`src/rtl/block_reader.sv`:
```
// block_reader: streams a window of consecutive words from the product memory
// read port to a valid/ready consumer. A 2-entry buffer absorbs the one-cycle
// memory read latency, so consumer backpressure never loses data.
module block_reader #(
    parameter int ADDR_W = 6,
    parameter int DATA_W = 32
) (
    input  logic              clk,
    input  logic              rst,
    input  logic              EN_blockRead,
    input  logic [ADDR_W-1:0] blockRead_base,
    input  logic [ADDR_W:0]   blockRead_len,
    output logic              RDY_blockRead,
    output logic              EN_readMem,
    output logic [ADDR_W-1:0] readMem_addr,
    input  logic [DATA_W-1:0] readMem_val,
    output logic              VALID_memVal,
    output logic [DATA_W-1:0] memVal_data,
    output logic              LAST_memVal,
    input  logic              RDY_memVal,
    output logic              DONE_blockRead
);

    typedef enum logic [1:0] {
        ST_IDLE  = 2'd0,
        ST_READ  = 2'd1,
        ST_DRAIN = 2'd2
    } state_t;

    localparam logic [ADDR_W:0]   LP_DEPTH    = {1'b1, {ADDR_W{1'b0}}};
    localparam logic [ADDR_W:0]   LP_LEN_ONE  = {{ADDR_W{1'b0}}, 1'b1};
    localparam logic [ADDR_W-1:0] LP_ADDR_ONE = {{(ADDR_W-1){1'b0}}, 1'b1};

    state_t              r_state;
    state_t              w_state_nxt;
    logic [ADDR_W-1:0]   r_addr;        // next address to read
    logic [ADDR_W:0]     r_issue_left;  // reads still to issue
    logic [ADDR_W:0]     r_xfer_left;   // words still to hand to the consumer
    logic                r_inflight;    // a read was issued last cycle
    logic [1:0]          r_count;       // buffer occupancy, 0..2
    logic                r_wptr;
    logic                r_rptr;
    logic [DATA_W-1:0]   r_buf [2];
    logic                r_done;

    logic                w_accept;
    logic                w_xfer;
    logic                w_issue;
    logic                w_done_nxt;
    logic [ADDR_W:0]     w_len_clamped;
    logic [2:0]          w_occ_after;

    assign w_accept = EN_blockRead && (r_state == ST_IDLE);
    assign w_xfer   = (r_count != 2'd0) && RDY_memVal;

    // Slots that stay committed once this cycle's transfer leaves the buffer.
    assign w_occ_after = {1'b0, r_count} + {2'b00, r_inflight} - {2'b00, w_xfer};

    // Clamp the requested length to the memory depth.
    always_comb begin
        w_len_clamped = blockRead_len;
        if (blockRead_len > LP_DEPTH) begin
            w_len_clamped = LP_DEPTH;
        end else begin
            w_len_clamped = blockRead_len;
        end
    end

    // Next-state, read-issue and completion decode.
    always_comb begin
        w_state_nxt = r_state;
        w_issue     = 1'b0;
        w_done_nxt  = 1'b0;
        case (r_state)
            ST_IDLE: begin
                if (w_accept && (w_len_clamped != {(ADDR_W+1){1'b0}})) begin
                    w_state_nxt = ST_READ;
                end else if (w_accept) begin
                    w_done_nxt  = 1'b1;   // empty block completes immediately
                end else begin
                    w_state_nxt = ST_IDLE;
                end
            end
            ST_READ: begin
                w_issue = (w_occ_after < 3'd2);
                if (w_issue && (r_issue_left == LP_LEN_ONE)) begin
                    w_state_nxt = ST_DRAIN;
                end else begin
                    w_state_nxt = ST_READ;
                end
            end
            ST_DRAIN: begin
                if (w_xfer && (r_xfer_left == LP_LEN_ONE)) begin
                    w_state_nxt = ST_IDLE;
                    w_done_nxt  = 1'b1;
                end else begin
                    w_state_nxt = ST_DRAIN;
                end
            end
            default: begin
                w_state_nxt = ST_IDLE;
            end
        endcase
    end

    // State register, counters, address and completion pulse.
    always_ff @(posedge clk) begin
        if (rst) begin
            r_state      <= ST_IDLE;
            r_addr       <= {ADDR_W{1'b0}};
            r_issue_left <= {(ADDR_W+1){1'b0}};
            r_xfer_left  <= {(ADDR_W+1){1'b0}};
            r_inflight   <= 1'b0;
            r_done       <= 1'b0;
        end else begin
            r_state    <= w_state_nxt;
            r_done     <= w_done_nxt;
            r_inflight <= w_issue;
            if (w_accept) begin
                r_addr       <= blockRead_base;
                r_issue_left <= w_len_clamped;
                r_xfer_left  <= w_len_clamped;
            end else begin
                if (w_issue) begin
                    r_addr       <= r_addr + LP_ADDR_ONE;   // wraps mod DEPTH
                    r_issue_left <= r_issue_left - LP_LEN_ONE;
                end
                if (w_xfer) begin
                    r_xfer_left <= r_xfer_left - LP_LEN_ONE;
                end
            end
        end
    end

    // Two-entry output FIFO: captures read data one cycle after each read.
    always_ff @(posedge clk) begin
        if (rst) begin
            r_buf[0] <= {DATA_W{1'b0}};
            r_buf[1] <= {DATA_W{1'b0}};
            r_wptr   <= 1'b0;
            r_rptr   <= 1'b0;
            r_count  <= 2'd0;
        end else begin
            if (r_inflight) begin
                r_buf[r_wptr] <= readMem_val;
                r_wptr        <= ~r_wptr;
            end
            if (w_xfer) begin
                r_rptr <= ~r_rptr;
            end
            r_count <= r_count + {1'b0, r_inflight} - {1'b0, w_xfer};
        end
    end

    assign RDY_blockRead  = (r_state == ST_IDLE);
    assign EN_readMem     = w_issue;
    assign readMem_addr   = r_addr;
    assign VALID_memVal   = (r_count != 2'd0);
    assign memVal_data    = r_buf[r_rptr];
    assign LAST_memVal    = VALID_memVal && (r_xfer_left == LP_LEN_ONE);
    assign DONE_blockRead = r_done;

endmodule

```
`config.mk`:
```
export PLATFORM = sky130hd
export DESIGN_NAME = block_reader
export DESIGN_NICKNAME = d
export VERILOG_FILES = /design/src/rtl/block_reader.sv
export SDC_FILE = /design/constraint.sdc
export NUM_CORES = 1
export LEC_CHECK = 0
export ABC_AREA = 1
export CAP_MARGIN = 15
export CORE_MARGIN = 10
export CORE_UTILIZATION = 45
export CTS_CLUSTER_DIAMETER = 100
export DETAILED_ROUTE_END_ITERATION = 12
export PLACE_DENSITY_LB_ADDON = 0.05
export SYNTH_ARGS = -nofsm -noshare
export SYNTH_HDL_FRONTEND = slang
export SYNTH_SLANG_ARGS = --single-unit
```
`constraint.sdc`:
```
create_clock -name clk -period 2.9 [get_ports clk]
set_input_delay 0.58 -clock clk [delete_from_list [all_inputs] [get_ports clk]]
set_output_delay 0.58 -clock clk [all_outputs]
set_load 0.1 [all_outputs]
```
Word-level counts from Yosys, hierarchy flattened --
Memories as Yosys holds them, arrays and structs flattened. A register that Yosys moved wholly into a read port is not among the register bits. Cells that the tools add are included. W data, S select, Z words.
Word-level totals: bits in writable memories 64, flip-flop bits (word level) 28, logic and storage cells 65, memories 1, input port bits 49
Operators by class: bitwise operators 2, eq/ne operators 5, multiplexer cells 27, reductions and logical operators 12, add/sub/neg operators 7, order comparisons 2
Memory list:
- r_buf | words 2, width 32, rd ports 1, clocked after Yosys merged registers in 1, wr ports 2, line 43 | logic [DATA_W-1:0] r_buf [2];
Operator list (count):
- $mux W7 | 5
- $mux W32 | 1
- $reduce_or A32 Y1 | 1
- $eq A7 B1 Y1 const B | 2
- $sub A7 B1 Y7 const B | 2
- $mux W1 | 13
- $mux W6 | 2
- $mux W2 | 4
- $gt A7 B7 Y1 const B | 1
- $reduce_bool A7 Y1 | 1
- $add A6 B1 Y6 const B | 1
- $logic_and A1 B1 Y1 | 6
- $pmux W2 S3 | 1
- $reduce_bool A2 Y1 | 3
- $add A2 B1 Y3 | 1
- $lt A3 B2 Y1 const B | 1
- $ne A3 B2 Y1 const B | 1
- $sub A3 B1 Y3 | 1
- $add A2 B1 Y2 | 1
- $eq A2 B1 Y1 const B | 1
- $eq A2 B2 Y1 const B | 1
- $logic_not A2 Y1 | 1
- $not A1 Y1 | 2
- $pmux W1 S2 | 1
- $sub A2 B1 Y2 | 1

Longest topological paths before layout --
Gate-level depths: netlist of run 1.
depth in word-level cells 7, mapped depth 17, depth with buffers taken out 16

Worst setup path before layout of run 1 --
No wires, ideal clock.
kind register to output, from register r_count[1], to output EN_readMem, stages on the path, launching flop included 13, arrival time 3869 ps, setup slack -1549 ps, path buffers 1, cells stage by stage dfxtp_1 > inv_1 > nand2_1 > nand2_1 > inv_1 > buf_2 > ha_1 > inv_1 > ha_1 > fa_1 > inv_1 > nand3_1 > nor2_1
Between the ends: longest elaborated chain between the ends 5, elaborated cells on any way between the ends 6, classes of those cells add/sub (2); order compare (1); mux (1); reduce/logical (2)
RTL lines:
- start, declared | line 40 | logic [1:0] r_count;
- start signal, assigned | line 151 | r_count <= r_count + {1'b0, r_inflight} - {1'b0, w_xfer};
- $reduce_bool A2 Y1
- net VALID_memVal | line 17 | output logic VALID_memVal,
- $logic_and A1 B1 Y1 | line 54 | assign w_xfer = (r_count != 2'd0) && RDY_memVal;
- net w_xfer | line 47 | logic w_xfer;
- $sub A3 B1 Y3 | line 57 | assign w_occ_after = {1'b0, r_count} + {2'b00, r_inflight} - {2'b00, w_xfer};
- net w_occ_after[1] | line 51 | logic [2:0] w_occ_after;
- $lt A3 B2 Y1 | line 85 | w_issue = (w_occ_after < 3'd2);
- $mux W1 | line 74 | case (r_state)
- end, declared | line 14 | output logic EN_readMem,
The timed path passes the listed nets, and every way through them passes these cells.

Worst setup path in the final report of run 1 --
from input RDY_memVal, to output EN_readMem
Between the ends: longest elaborated chain between the ends 4
RTL lines:
- start, declared | line 20 | input logic RDY_memVal,
- $logic_and A1 B1 Y1 | line 54
- $sub A3 B1 Y3 | line 57
- net w_occ_after[1] | line 51
- $lt A3 B2 Y1 | line 85
- $mux W1 | line 74
The timed path passes the listed nets, and every way through them passes these cells.

==> results of run 1 <==
sequential cells by signal, summed over array words and instances, names as in the netlist, named ones only:
| register | count |
|---|---|
| r_xfer_left | 7 |
| DONE_blockRead | 1 |
| r_buf | 64 |
| r_rptr | 1 |
| r_wptr | 1 |
| r_issue_left | 7 |
| r_count | 2 |
| r_state | 2 |
| r_inflight | 1 |
| readMem_addr | 6 |
area by class of cell:
| type | count | area [µm²] | area share (%) |
|---|---|---|---|
| clock inverters | 6 | 116 | 1.84 |
| inverters | 73 | 287 | 4.54 |
| clock buffers | 10 | 138 | 2.18 |
| multi-input cells | 303 | 1730 | 27.4 |
| repair buffers | 111 | 1370 | 21.6 |
| well taps | 133 | 166 | 2.64 |
| flip-flops and latches | 93 | 2500 | 39.7 |
layer usage:
layer  share of wire [%]  wire length, µm  GRT usage [%]
met1                  42             4440           17.2
met2                  53             5580           27.5
met3                 5.0              527           2.56
met4                0.52               55           4.98
met5                   0                0              0
worst register-to-register path, stage by stage (launching register included):
cell and delay, ns:
sky130_fd_sc_hd__dfxtp_2 0.35, sky130_fd_sc_hd__inv_4 0.08, sky130_fd_sc_hd__nand2_8 0.05, sky130_fd_sc_hd__nand2_2 0.05
sky130_fd_sc_hd__inv_2 0.04, sky130_fd_sc_hd__ha_4 0.25, sky130_fd_sc_hd__inv_2 0.03, sky130_fd_sc_hd__ha_4 0.14
sky130_fd_sc_hd__fa_1 0.50, sky130_fd_sc_hd__inv_2 0.05, sky130_fd_sc_hd__buf_4 0.12, sky130_fd_sc_hd__buf_4 0.14
sky130_fd_sc_hd__nand4_4 0.11, sky130_fd_sc_hd__nand2_4 0.12, sky130_fd_sc_hd__inv_1 0.17, sky130_fd_sc_hd__nand2_1 0.09
sky130_fd_sc_hd__a21oi_2 0.13
through the flow:
stage	power, µW	setup TNS (ns)	area, µm²	hold slack, ns
finish	6130	0	6310	0.489
floorplan	4030	-0.115	4620	0.425
detailed placement	5040	-0.432	6010	0.449
global placement	4990	-0.234	6010	0.436
CTS	6200	-0.00738	6310	0.488
global route	6450	-0.0747	6310	0.540
kinds of logic (layout without fill, tap and decap cells):
group / count (synthesis) / in the layout
adder cells (fa/ha/maj): 8 / 8
XOR/XNOR: 3 / 3
flip-flops: 93 / 93
multiplexers: 32 / 32
buffers and inverters: 90 / 200
AO/OA/AOI/OAI: 35 / 35
AND/OR/NAND/NOR: 225 / 225
timing repair:
action | 4_1_cts | 5_1_grt
setup endpoints to repair | 1 | 1
cloned | 0 | 0
pin swaps | 6 | 0
gates resized for setup | 1 | 0
setup buffers | 6 | 0
final timing paths:
path / startpoint / endpoint / slack [ns] / cells past startpoint
min: r_rptr / r_rptr / 0.49 / 1
max: RDY_memVal / EN_readMem / 0.003 / 11
min reg2reg: r_rptr / r_rptr / 0.49 / 1
max reg2reg: r_count[1] / readMem_addr[5] / 0.42 / 16
layout by cell type (no fill, tap or decap), types with 4 or more instances in the layout:
cell                                n
sky130_fd_sc_hd__a21oi_1           10
sky130_fd_sc_hd__buf_12            33
sky130_fd_sc_hd__buf_4             30
sky130_fd_sc_hd__clkbuf_8          10
sky130_fd_sc_hd__clkdlybuf4s50_1   47
sky130_fd_sc_hd__dfxtp_1           27
sky130_fd_sc_hd__edfxtp_1          64
sky130_fd_sc_hd__ha_1               5
sky130_fd_sc_hd__inv_1             65
sky130_fd_sc_hd__inv_2              4
sky130_fd_sc_hd__mux2_2            30
sky130_fd_sc_hd__nand2_1           62
sky130_fd_sc_hd__nand3_1           25
sky130_fd_sc_hd__nor2_1           115
sky130_fd_sc_hd__nor2_4             4
sky130_fd_sc_hd__o21ai_0           13
sky130_fd_sc_hd__o21ai_1            7
power by group through the flow:
stage / Clock [µW] / Combinational [µW] / Sequential (µW)
2_1_floorplan: 0 / 2110 / 1920
5_1_grt: 1140 / 3530 / 1780
3_3_place_gp: 0 / 3220 / 1770
3_5_place_dp: 0 / 3260 / 1780
4_1_cts: 1100 / 3340 / 1760
6_report: 1070 / 3310 / 1760
==> implementation parameters, run 1 <==
Parameter                              Value

GRT
  Remaining global-route overflow ... 0
  Vias in the first global route ... 3705
  Initial antenna violation count ... 0
  Total GRT Usage ... 15.0%
  First-pass GRT wire length ... 17800 µm
  Pin count of the biggest net entering global routing ... 34

Synthesis
  Leading cell type by number of instances after synthesis ... sky130_fd_sc_hd__nor2_1
  Count of mapped cells out of synthesis ... 486
  Synthesized-area fraction occupied by ao, oa, aoi and oai cells ... 4.18%
  Register bit total from synthesis ... 93
  Count of synthesis-stage warnings from yosys ... 0
  Top cell type by total area after synthesis ... sky130_fd_sc_hd__edfxtp_1
  Multiplexer share of the synthesized area ... 7.93%
  Number of library cell types mapped by synthesis ... 40
  Cells taking the most area after synthesis ... sky130_fd_sc_hd__edfxtp_1 (42%), sky130_fd_sc_hd__dfxtp_1 (13%), sky130_fd_sc_hd__nor2_1 (9.6%)
  Synthesized-area fraction occupied by and/or/nand/nor cells ... 21.7%
  Synth Area in XOR/XNOR ... 0.578%
  Number of enable-type register cells in the synthesized netlist ... 64
  Syn_nets ... 543
  Adder and majority gate portion of the synthesized area ... 2.37%
  Area share of the largest cell type after synthesis ... 42.3%
  Mean cell area of the mapped netlist ... 9.36 µm²
  Dominant combinational cell family by area after synthesis ... simple AND/OR/NAND/NOR gates
  Dominant register cell in the synthesized netlist ... sky130_fd_sc_hd__edfxtp_1
  Post-Synthesis Cell Area ... 4550 µm²
  Leading cell types by count after synthesis ... sky130_fd_sc_hd__nor2_1 (116), sky130_fd_sc_hd__inv_1 (70), sky130_fd_sc_hd__edfxtp_1 (64), sky130_fd_sc_hd__nand2_1 (64), sky130_fd_sc_hd__mux2_2 (30)
  Share of synthesized area occupied by flip-flops and latches ... 55.0%
  Async set-reset flop share out of synthesis ... 0%

CTS
  Clock tree from TritonCTS ... done
  Number of buffers created by CTS ... 9
  Post-cts hold buffer count ... 0
  TritonCTS Sinks ... 93
  # H-tree levels ... 3
  Latest clock arrival within the worst-skew pair ... 0.35 ns
  Worst-path clk slew ... 0.09 ns
  Clock root buffer master ... sky130_fd_sc_hd__clkbuf_8
  Maximum clock path buffer count ... 2

STA
  Final clock skew ... 0.0103 ns
  Unrepaired setup endpoints after global routing ... yes
  Upper clock frequency limit ... 0.345 GHz
  Number of max-slew violations in the final report ... 0
  Period minus WS final ... 2.90 ns
  Measured slew at the worst slew-check pin ... 0.441 ns
  Final setup violation count ... 0
  Final period util ... 99.9%
  Number of failing hold endpoints at the final stage ... 0
  Setup ws final ... 0.00328 ns
  Relative slew slack ... 70.6%

Setup path
  Maximum net fanout on the critical path ... 2
  Critical path arrival ... 2.32 ns
  Cells along the critical path ... dlygate4sd2_1, nand2_2, inv_2, ha_4, inv_2, ha_4, fa_1, inv_2, nand3_2, nor2_4, buf_12
  Largest stage delay on the critical path ... 0.45 ns
  Critical path endpoint category ... output port
  Type of element launching the critical path ... primary input
  Most common cell type on the critical path ... sky130_fd_sc_hd__inv_2
  Top cell family by delay on the critical path ... adder cells
  Kind of critical path ... in2out
  Number of buffer and inverter instances along the worst setup path ... 5
  Slowest cell on the critical path ... sky130_fd_sc_hd__fa_1
  Required time of the worst setup path ... 2.32 ns

Routing
  Routed length per instance ... 14.5 µm
  Number of remaining DRC errors ... 0
  Vias per Instance ... 4.78
  Number of DRC violations after detailed-routing iteration 0 ... 196
  DRT Pass-1 Iters ... 4
  DR vias ... 3482
  Number of nets still failing antenna checks after routing ... 0
  Total detailed-routing wirelength ... 10600 µm

Floorplanning
  Die boundary height ... 121 µm
  Width of the chip ... 121 µm
  Total I/O pin count ... 92
  Rows ... 36
  Area of the core ... 9820 µm²
  Floorplan die area ... 14500 µm²
  Starting utilization of the core area ... 46.3%

Power and ir drop
  Portion of total power attributed to the clock network ... 17.4%
  Pwr per Cell Area ... 972 nW/µm²
  Combinational group share of total power ... 53.9%
  Share of power burned in registers ... 28.6%
  Largest vdd supply drop ... 0.484 mV
  Switching pwr ... 2720 µW
  Static leakage ... 0.00277 µW
  Net switching fraction of the power ... 44.4%
  Internal power consumption ... 3410 µW

Place
  Number of placed instances, taps included ... 707
  Quantity of I/O buffers inserted on ports ... 91
  Placer's final routability congestion estimate ... 0.775
  Post-placement worst setup slack ... -0.240 ns
  HPWL after DPL ... 7480 µm

Finish
  Synthesis-to-finish area growth ... 38.7%
  Layout cells sized above 1 ... 23.8%
  Post-route insts no fill ... 729
  Number of filler instances in the final layout ... 890
  Final net count ... 648
  Util after Layout ... 64.2%
  Number of inserted diodes ... 0

Flow run
  Max Cap Viol ... 0

Hold path
  Hold WC Path Type ... reg2reg

Outcome
  Run status ... completed
Power figures use the tool's default switching activity.
==> run 2: changes to the inputs <==
- CTS_CLUSTER_DIAMETER: 100 -> 50
==> results of run 2 <==
The final DEF is identical to that of run 1; final timing and power are the same.
==> run 3: changes to the inputs <==
- CORE_MARGIN: 10 -> unset
==> run 3 against run 2 <==
Effect of this change: the flow now finishes with violations (setup timing); critical endpoint unchanged; maximum frequency decreased by 0.15%; largest cell class unchanged; total power decreased by 2.0%; critical path type unchanged; clock power fell by 11%; setup slack worse by 0.0044 ns; design area unchanged.
==> implementation parameters, run 3 (synthesized netlist as in run 1, its figures left out) <==
Parameter                              Value

Place
  HPWL after DPL ... 6630 µm (-11%)
  Quantity of I/O buffers inserted on ports ... 91 (unchanged)
  Number of placed instances, taps included ... 708 (+0.14%)
  Post-placement worst setup slack ... -0.235 ns (+0.00468 ns)
  Area of placed instances ... 6040 µm² (+0.54%)
  Placer's final routability congestion estimate ... 0.816 (+5.2%)

STA
  Setup ws final ... -0.00108 ns (-0.00436 ns)
  Measured slew at the worst slew-check pin ... 0.447 ns (+0.00575 ns)
  Total negative slack ... -0.00108 ns (-0.00108 ns)
  Upper clock frequency limit ... 0.345 GHz (-0.15%)
  Relative slew slack ... 70.2% (-0.38 points)
  Final clock skew ... 0.00532 ns (-0.00497 ns)
  Period minus WS final ... 2.90 ns (+0.00436 ns)
  Unrepaired setup endpoints after global routing ... yes
  Number of failing hold endpoints at the final stage ... 0 (unchanged)
  Final period util ... 100% (+0.15 points)
  Number of max-slew violations in the final report ... 0 (unchanged)
  Final setup violation count ... 1 (+1)

Power and ir drop
  Combinational group share of total power ... 54.9% (+1.0 points)
  Share of power burned in registers ... 29.1% (+0.5 points)
  Portion of total power attributed to the clock network ... 15.9% (-1.5 points)
  Net switching fraction of the power ... 45.1% (+0.64 points)
  Switching pwr ... 2710 µW (-0.58%)
  Static leakage ... 0.00276 µW (-0.16%)
  Internal power consumption ... 3300 µW (-3.1%)
  Largest vdd supply drop ... 0.447 mV (-7.7%)
  Pwr per Cell Area ... 953 nW/µm² (-2.0%)

Routing
  DRT Pass-1 Iters ... 4 (unchanged)
  Number of DRC violations after detailed-routing iteration 0 ... 96 (-51%)
  Number of remaining DRC errors ... 0 (unchanged)
  Routed length per instance ... 13.2 µm (-9.3%)
  DR vias ... 3493 (+0.32%)
  Vias per Instance ... 4.78 (+0.18%)
  Total detailed-routing wirelength ... 9630 µm (-9.2%)
  Number of nets still failing antenna checks after routing ... 0 (unchanged)

Finish
  Final instance area ... 6310 µm² (unchanged)
  Final net count ... 649 (+0.15%)
  Top reg by flops ... r_buf
  Most common library cell in the layout ignoring fill and taps ... sky130_fd_sc_hd__nor2_1
  Number of inserted diodes ... 0 (unchanged)
  Post-route insts no fill ... 730 (+0.14%)
  Most used cells in the layout excluding fill and tap cells ... sky130_fd_sc_hd__nor2_1 (115), sky130_fd_sc_hd__inv_1 (65), sky130_fd_sc_hd__edfxtp_1 (64)
  Util after Layout ... 64.5% (+0.30 points)
  Max FFs per register ... 64 (unchanged)
  Synthesis-to-finish area growth ... 38.7% (unchanged)
  Layout cells sized above 1 ... 23.8% (-0.040 points)
  Largest regs ... r_buf: 64 flops, r_issue_left: 7 flops, r_xfer_left: 7 flops

Setup path
  Critical path arrival ... 2.32 ns (about the same)
  Reg2Reg Capture Point ... r_issue_left[4]
  Depth of the worst register-to-register path ... 15 (-1)
  Maximum net fanout on the critical path ... 2 (unchanged)
  Critical path endpoint category ... output port
  Capturing instance or port of the critical path ... EN_readMem
  Launch point of the worst path ... RDY_memVal
  Kind of critical path ... in2out
  Required time of the worst setup path ... 2.32 ns (about the same)
  Critical register-to-register path startpoint ... r_count[1]
  Type of element launching the critical path ... primary input
  Setup slack of the worst register-to-register path ... 0.54 ns (+0.12 ns)

CTS
  # H-tree levels ... 3 (unchanged)
  Clock root buffer master ... sky130_fd_sc_hd__clkbuf_8
  Latest clock arrival within the worst-skew pair ... 0.36 ns (about the same)
  Number of buffers created by CTS ... 9 (unchanged)
  Maximum clock path buffer count ... 2 (unchanged)
  Clock tree from TritonCTS ... done
  Worst-path clk slew ... 0.09 ns (about the same)
  Post-cts hold buffer count ... 0 (unchanged)
  TritonCTS Sinks ... 93 (unchanged)

Floorplanning
  Starting utilization of the core area ... 46.5% (+0.21 points)
  Die boundary height ... 103 µm (-15%)
  Width of the chip ... 103 µm (-15%)
  Area of the core ... 9770 µm² (-0.46%)
  Floorplan die area ... 10500 µm² (-28%)
  Rows ... 36 (unchanged)
  Total I/O pin count ... 92 (unchanged)

GRT
  Initial antenna violation count ... 0 (unchanged)
  Pin count of the biggest net entering global routing ... 34 (unchanged)
  Remaining global-route overflow ... 0 (unchanged)
  First-pass GRT wire length ... 15300 µm (-14%)
  Total GRT Usage ... 19.4% (+4.4 points)
  Vias in the first global route ... 3457 (-6.7%)

Outcome
  Run status ... finished, violations left
  Failing checks ... setup timing

Flow run
  Max Cap Viol ... 0 (unchanged)

Hold path
  Hold WC Path Type ... reg2reg
## run 3: cell types whose count changed in the layout (fill, tap and decap cells not counted)
cell / before / now
sky130_fd_sc_hd__bufinv_16: 3 / 2
sky130_fd_sc_hd__buf_12: 33 / 35
sky130_fd_sc_hd__clkinv_1: 0 / 1
sky130_fd_sc_hd__buf_4: 30 / 29
sky130_fd_sc_hd__clkinvlp_4: 0 / 1
sky130_fd_sc_hd__clkbuf_8: 10 / 9
## run 3: final cells by class
class | count | area, µm²
fillers | 804 | 3470
flip-flops and latches | 93 | 2500
multi-input cells | 303 | 1730
repair buffers | 112 | 1400
inverters | 73 | 287
well taps | 133 | 166
clock buffers | 9 | 124
clock inverters | 7 | 97.6
## run 3: layer usage
layer | routed length (µm) | up-vias | GRT usage, %
li1 | - | 1777 | -
met1 | 4150 | 1622 | 22.7
met2 | 4950 | 79 | 34.8
met3 | 355 | 15 | 2.98
met4 | 177 | 0 | 8.90
met5 | 0 | - | 0
## run 3: repair_timing
item	in CTS	in global routing
resized for setup	1	0
setup endpoints to repair	1	1
setup buffers	6	0
pin swaps	5	0
## run 3: critical path, cell delays in order
cell                            delay, ns
sky130_fd_sc_hd__dlygate4sd2_1       0.24
sky130_fd_sc_hd__nand2_2             0.06
sky130_fd_sc_hd__inv_2               0.04
sky130_fd_sc_hd__ha_4                0.26
sky130_fd_sc_hd__inv_2               0.04
sky130_fd_sc_hd__ha_4                0.14
sky130_fd_sc_hd__fa_1                0.46
sky130_fd_sc_hd__inv_2               0.08
sky130_fd_sc_hd__nand3_2             0.09
sky130_fd_sc_hd__nor2_4              0.14
sky130_fd_sc_hd__buf_12              0.19
## run 3: stage by stage
step                      power [µW]  hold slack (ns)
after floorplan                 4030            0.425
after global placement          4980            0.438
after detailed placement        5030            0.450
after CTS                       6060            0.465
after global routing            6330            0.497
final                           6010            0.461
## run 3: how the worst min path moves through the flow
| stage | startpoint | cells past startpoint | slack (ns) | to |
|---|---|---|---|---|
| 6_report | r_rptr | 1 | 0.46 | r_rptr |
| 3_5_place_dp | r_rptr | 1 | 0.45 | r_rptr |
| 2_1_floorplan | r_rptr | 1 | 0.43 | register |
| 5_1_grt | r_rptr | 1 | 0.50 | r_rptr |
| 4_1_cts | r_rptr | 1 | 0.47 | r_rptr |
| 3_3_place_gp | r_rptr | 1 | 0.44 | r_rptr |
## run 3: power groups by stage
stage | registers, µW | clock network (µW) | logic [µW]
2_1_floorplan | 1920 | 0 | 2110
3_3_place_gp | 1770 | 0 | 3210
3_5_place_dp | 1780 | 0 | 3250
4_1_cts | 1750 | 984 | 3320
5_1_grt | 1780 | 1040 | 3520
6_report | 1750 | 957 | 3300
==> patch 1 (settings of run 3) <==
Encoding of `state_t`: now one-hot (3 bits for 3 states).
--- a/src/rtl/block_reader.sv
+++ b/src/rtl/block_reader.sv
@@ -22,8 +22,8 @@
 );
 
-    typedef enum logic [1:0] {
-        ST_IDLE  = 2'd0,
-        ST_READ  = 2'd1,
-        ST_DRAIN = 2'd2
+    typedef enum logic [2:0] {
+        ST_IDLE  = 3'b001,
+        ST_READ  = 3'b010,
+        ST_DRAIN = 3'b100
     } state_t;
 
Check against the original RTL: no difference found for any inputs over 10 cycles, from zero or initial values and one cycle with rst high; not proved beyond that.
==> patch 1 against run 3 <==
  * The run still ends with setup timing left
  * Maximum frequency down 2.7%
  * Sequential cell count up 1
  * Setup slack worse by 0.080 ns
  * Design area down 1.2%
  * Wire length up 3.7%
  * Power down 18%
  * Critical path depth up 2
  * Synthesized cell count up 0.41%
  * Synthesized area up 0.85%
  * Die area up 0.83%
  * Largest cell class unchanged
==> patch 1: results <==
metrics = {
    "place": {
        "placement.setup.worst_slack_ns": -0.415,
        "placed_area_sq_um": 5960,
        "detailedPlacementHpwl_um": 6670,
        "placed_cell_count": 705,
        "place.gp.congestion": 0.899,
    },
    "timing": {
        "post-route-worst-setup-slack_ns": -0.0807,
        "final-setup-viol-count": 1,
        "final.setup_skew_ns": 0.0122,
        "fin_tns_setup_ns": -0.0807,
    },
    "drt": {
        "routed_wl_um": 9990,
        "initialDrtViolationCount": 101,
        "wl_met3_um": 516,
        "avgViaCountPerCell": 4.92,
        "route.met2.wl_um": 4980,
    },
    "yosys": {
        "ys_top_cells_by_count": "nor2_1, inv_1, edfxtp_1, nand2_1",
        "synth_top_cells_by_area": "edfxtp_1, dfxtp_1, nor2_1",
    },
    "layout": {
        "post_layout_nonfiller_instances": 725,
        "design.final.nets": 644,
        "post_route_cells_drive_above_1_share": 0.218,
        "fillCellCount": 827,
    },
    "grt": {
        "grt_util_met3": 0.0427,
        "grt.met2_usage": 0.349,
        "number_of_global_route_vias_before_repair": 3453,
        "grt_util_met1": 0.232,
    },
    "clock_network": {
        "post-cts-setup-buffer-count": 3,
        "cts_repair_resize_count": 12,
    },
    "worst_setup_path": {
        "worst-r2r-setup-slack_ns": 0.40,
        "arrival_ns": 2.40,
    },
    "outcome": {
        "violated_checks": "setup timing",
        "status": "finished with violations",
    },
    "power": {
        "pwr_density_cell_nw_per_um2": 787,
        "comb_power_share": 0.476,
    },
}
-- patch 1: kinds of logic after synthesis --
family                     count (synthesis)  synth area share
xor gates and xnor gates                   4           0.00764
DFF                                       94             0.550
buffers and inverters                     96            0.0870
muxes                                     32            0.0786
and+or+nand+nor                          205             0.197
adders and majority gates                  8            0.0235
AOI/OAI and AO/OA                         49            0.0562
-- patch 1: area by class of cell --
class / instances / area share
multi-input cells: 298 / 0.273
inverters: 78 / 0.0478
well taps: 133 / 0.0267
flip-flops and latches: 94 / 0.405
repair buffers: 106 / 0.213
clock buffers: 10 / 0.0205
clock inverters: 6 / 0.0138
-- patch 1: how the worst min path moves through the flow --
stage            from         to  cells after the start
3_3_place_gp   r_rptr     r_rptr                      1
4_1_cts        r_rptr  flip-flop                      1
6_report       r_rptr  flip-flop                      1
3_5_place_dp   r_rptr  flip-flop                      1
2_1_floorplan  r_rptr  flip-flop                      1
5_1_grt        r_rptr  flip-flop                      1
==> patch 2 (flow settings as in run 3) <==
Without the edit above. The parameter `DATA_W` goes from 32 to 48.
--- a/src/rtl/block_reader.sv
+++ b/src/rtl/block_reader.sv
@@ -4,5 +4,5 @@
 module block_reader #(
     parameter int ADDR_W = 6,
-    parameter int DATA_W = 32
+    parameter int DATA_W = 48
 ) (
     input  logic              clk,
Ports: changed (resized memVal_data and readMem_val); port bits go from 92 to 124. The function was not compared with the original's and may differ.
==> patch 2 against run 3 <==
  * The run still ends with setup timing left
  * Power is 35% higher
  * Core utilization is 1.7 points lower
  * Wire length is 30% higher
  * Global-route usage is 0.19 points higher
  * Synthesized area is 29% higher
  * Setup slack worse by 0.023 ns
  * Maximum frequency is 0.79% lower
  * Sequential cell count is 32 higher
  * Cell count is 24% higher
  * Clock power is 120% higher
  * Design area is 26% higher
  * Register-to-register slack worse by 0.03 ns
  * Largest power group unchanged
==> patch 2: results <==
metrics = {
    "place": {
        "placed_area_sq_um": 7270,
        "numPortBuffers": 123,
        "place.gp.congestion": 0.802,
        "placement.setup.worst_slack_ns": -0.254,
        "placed_cell_count": 867,
    },
    "yosys": {
        "synth-edff-count": 96,
        "synth_fa_ha_area_frac": 0.0184,
        "synth-seq-area-share": 0.592,
        "yosysUniqueCellTypes": 35,
        "compound_gate_portion_of_the_synthesized_area": 0.0355,
        "synthesis.instances": 577,
        "synth_top_cells_by_area": "edfxtp_1, dfxtp_1, nor2_1",
    },
    "layout": {
        "biggestRegsByFlops": "r_buf x96, r_issue_left x7, r_xfer_left x7",
        "post_layout_nonfiller_instances": 904,
        "design.final.nets": 792,
        "post_route_cells_drive_above_1_share": 0.260,
    },
    "grt": {
        "grt_pass1_wl_um": 19800,
        "grt_util_met3": 0.0476,
        "global_route.usage.total": 0.196,
        "grt.met2_usage": 0.363,
        "grt_util_met1": 0.214,
        "pin_count_of_the_biggest_net_entering_global_routing": 50,
        "number_of_global_route_vias_before_repair": 4288,
    },
    "power": {
        "sw_frac_of_total": 0.430,
        "power.static_leakage_nw": 3.49,
        "sequentialPower_mw": 2.33,
        "comb_power_share": 0.450,
    },
    "drt": {
        "initialDrtViolationCount": 175,
        "avgViaCountPerCell": 4.81,
        "route.met2.wl_um": 6710,
        "wl_met3_um": 497,
    },
    "clock_network": {
        "worst_setup_hold_path_clk_slew_ns": 0.05,
        "cts_made_buffers": 17,
        "clock-root-buffer": "clkbuf_16",
    },
    "timing": {
        "final-setup-viol-count": 1,
        "fin_tns_setup_ns": -0.0243,
        "post-route-worst-setup-slack_ns": -0.0243,
        "final.setup_skew_ns": 0.00882,
        "hold_ws_ns": 0.478,
    },
    "outcome": {
        "violated_checks": "setup timing",
        "status": "finished with violations",
    },
    "worst_setup_path": {
        "arrival_ns": 2.34,
        "regToRegEndpoint": "readMem_addr[5]",
        "cpPeakStageDelay_ns": 0.53,
        "critical_path_start": "r_count[1]",
    },
}
patch 2: cell count changes in the layout (fill, tap and decap cells not counted), moves of 4 or more:
cell / run 3 / this run
buf_4: 29 / 74
nand3_1: 25 / 21
nor2_1: 115 / 148
inv_1: 65 / 76
edfxtp_1: 64 / 96
clkbuf_16: 0 / 17
mux2_2: 30 / 48
nand2_1: 62 / 55
clkdlybuf4s50_1: 47 / 63
o21ai_0: 13 / 22
buf_12: 35 / 6
patch 2: what timing repair did:
action | 4_1_cts | 5_1_grt
setup endpoints to repair | 1 | 1
pin swaps | 4 | 0
gates resized for setup | 4 | 1
buffers inserted | 4 | 1
patch 2: final cells by class:
type                    instances  area (sq um)
clock buffers                  26           519
clock inverters                 6          83.8
fillers                      1075          4690
inverters                      84           327
multi-input cells             347          2010
flip-flops and latches        125          3470
well taps                     172           215
repair buffers                144          1320
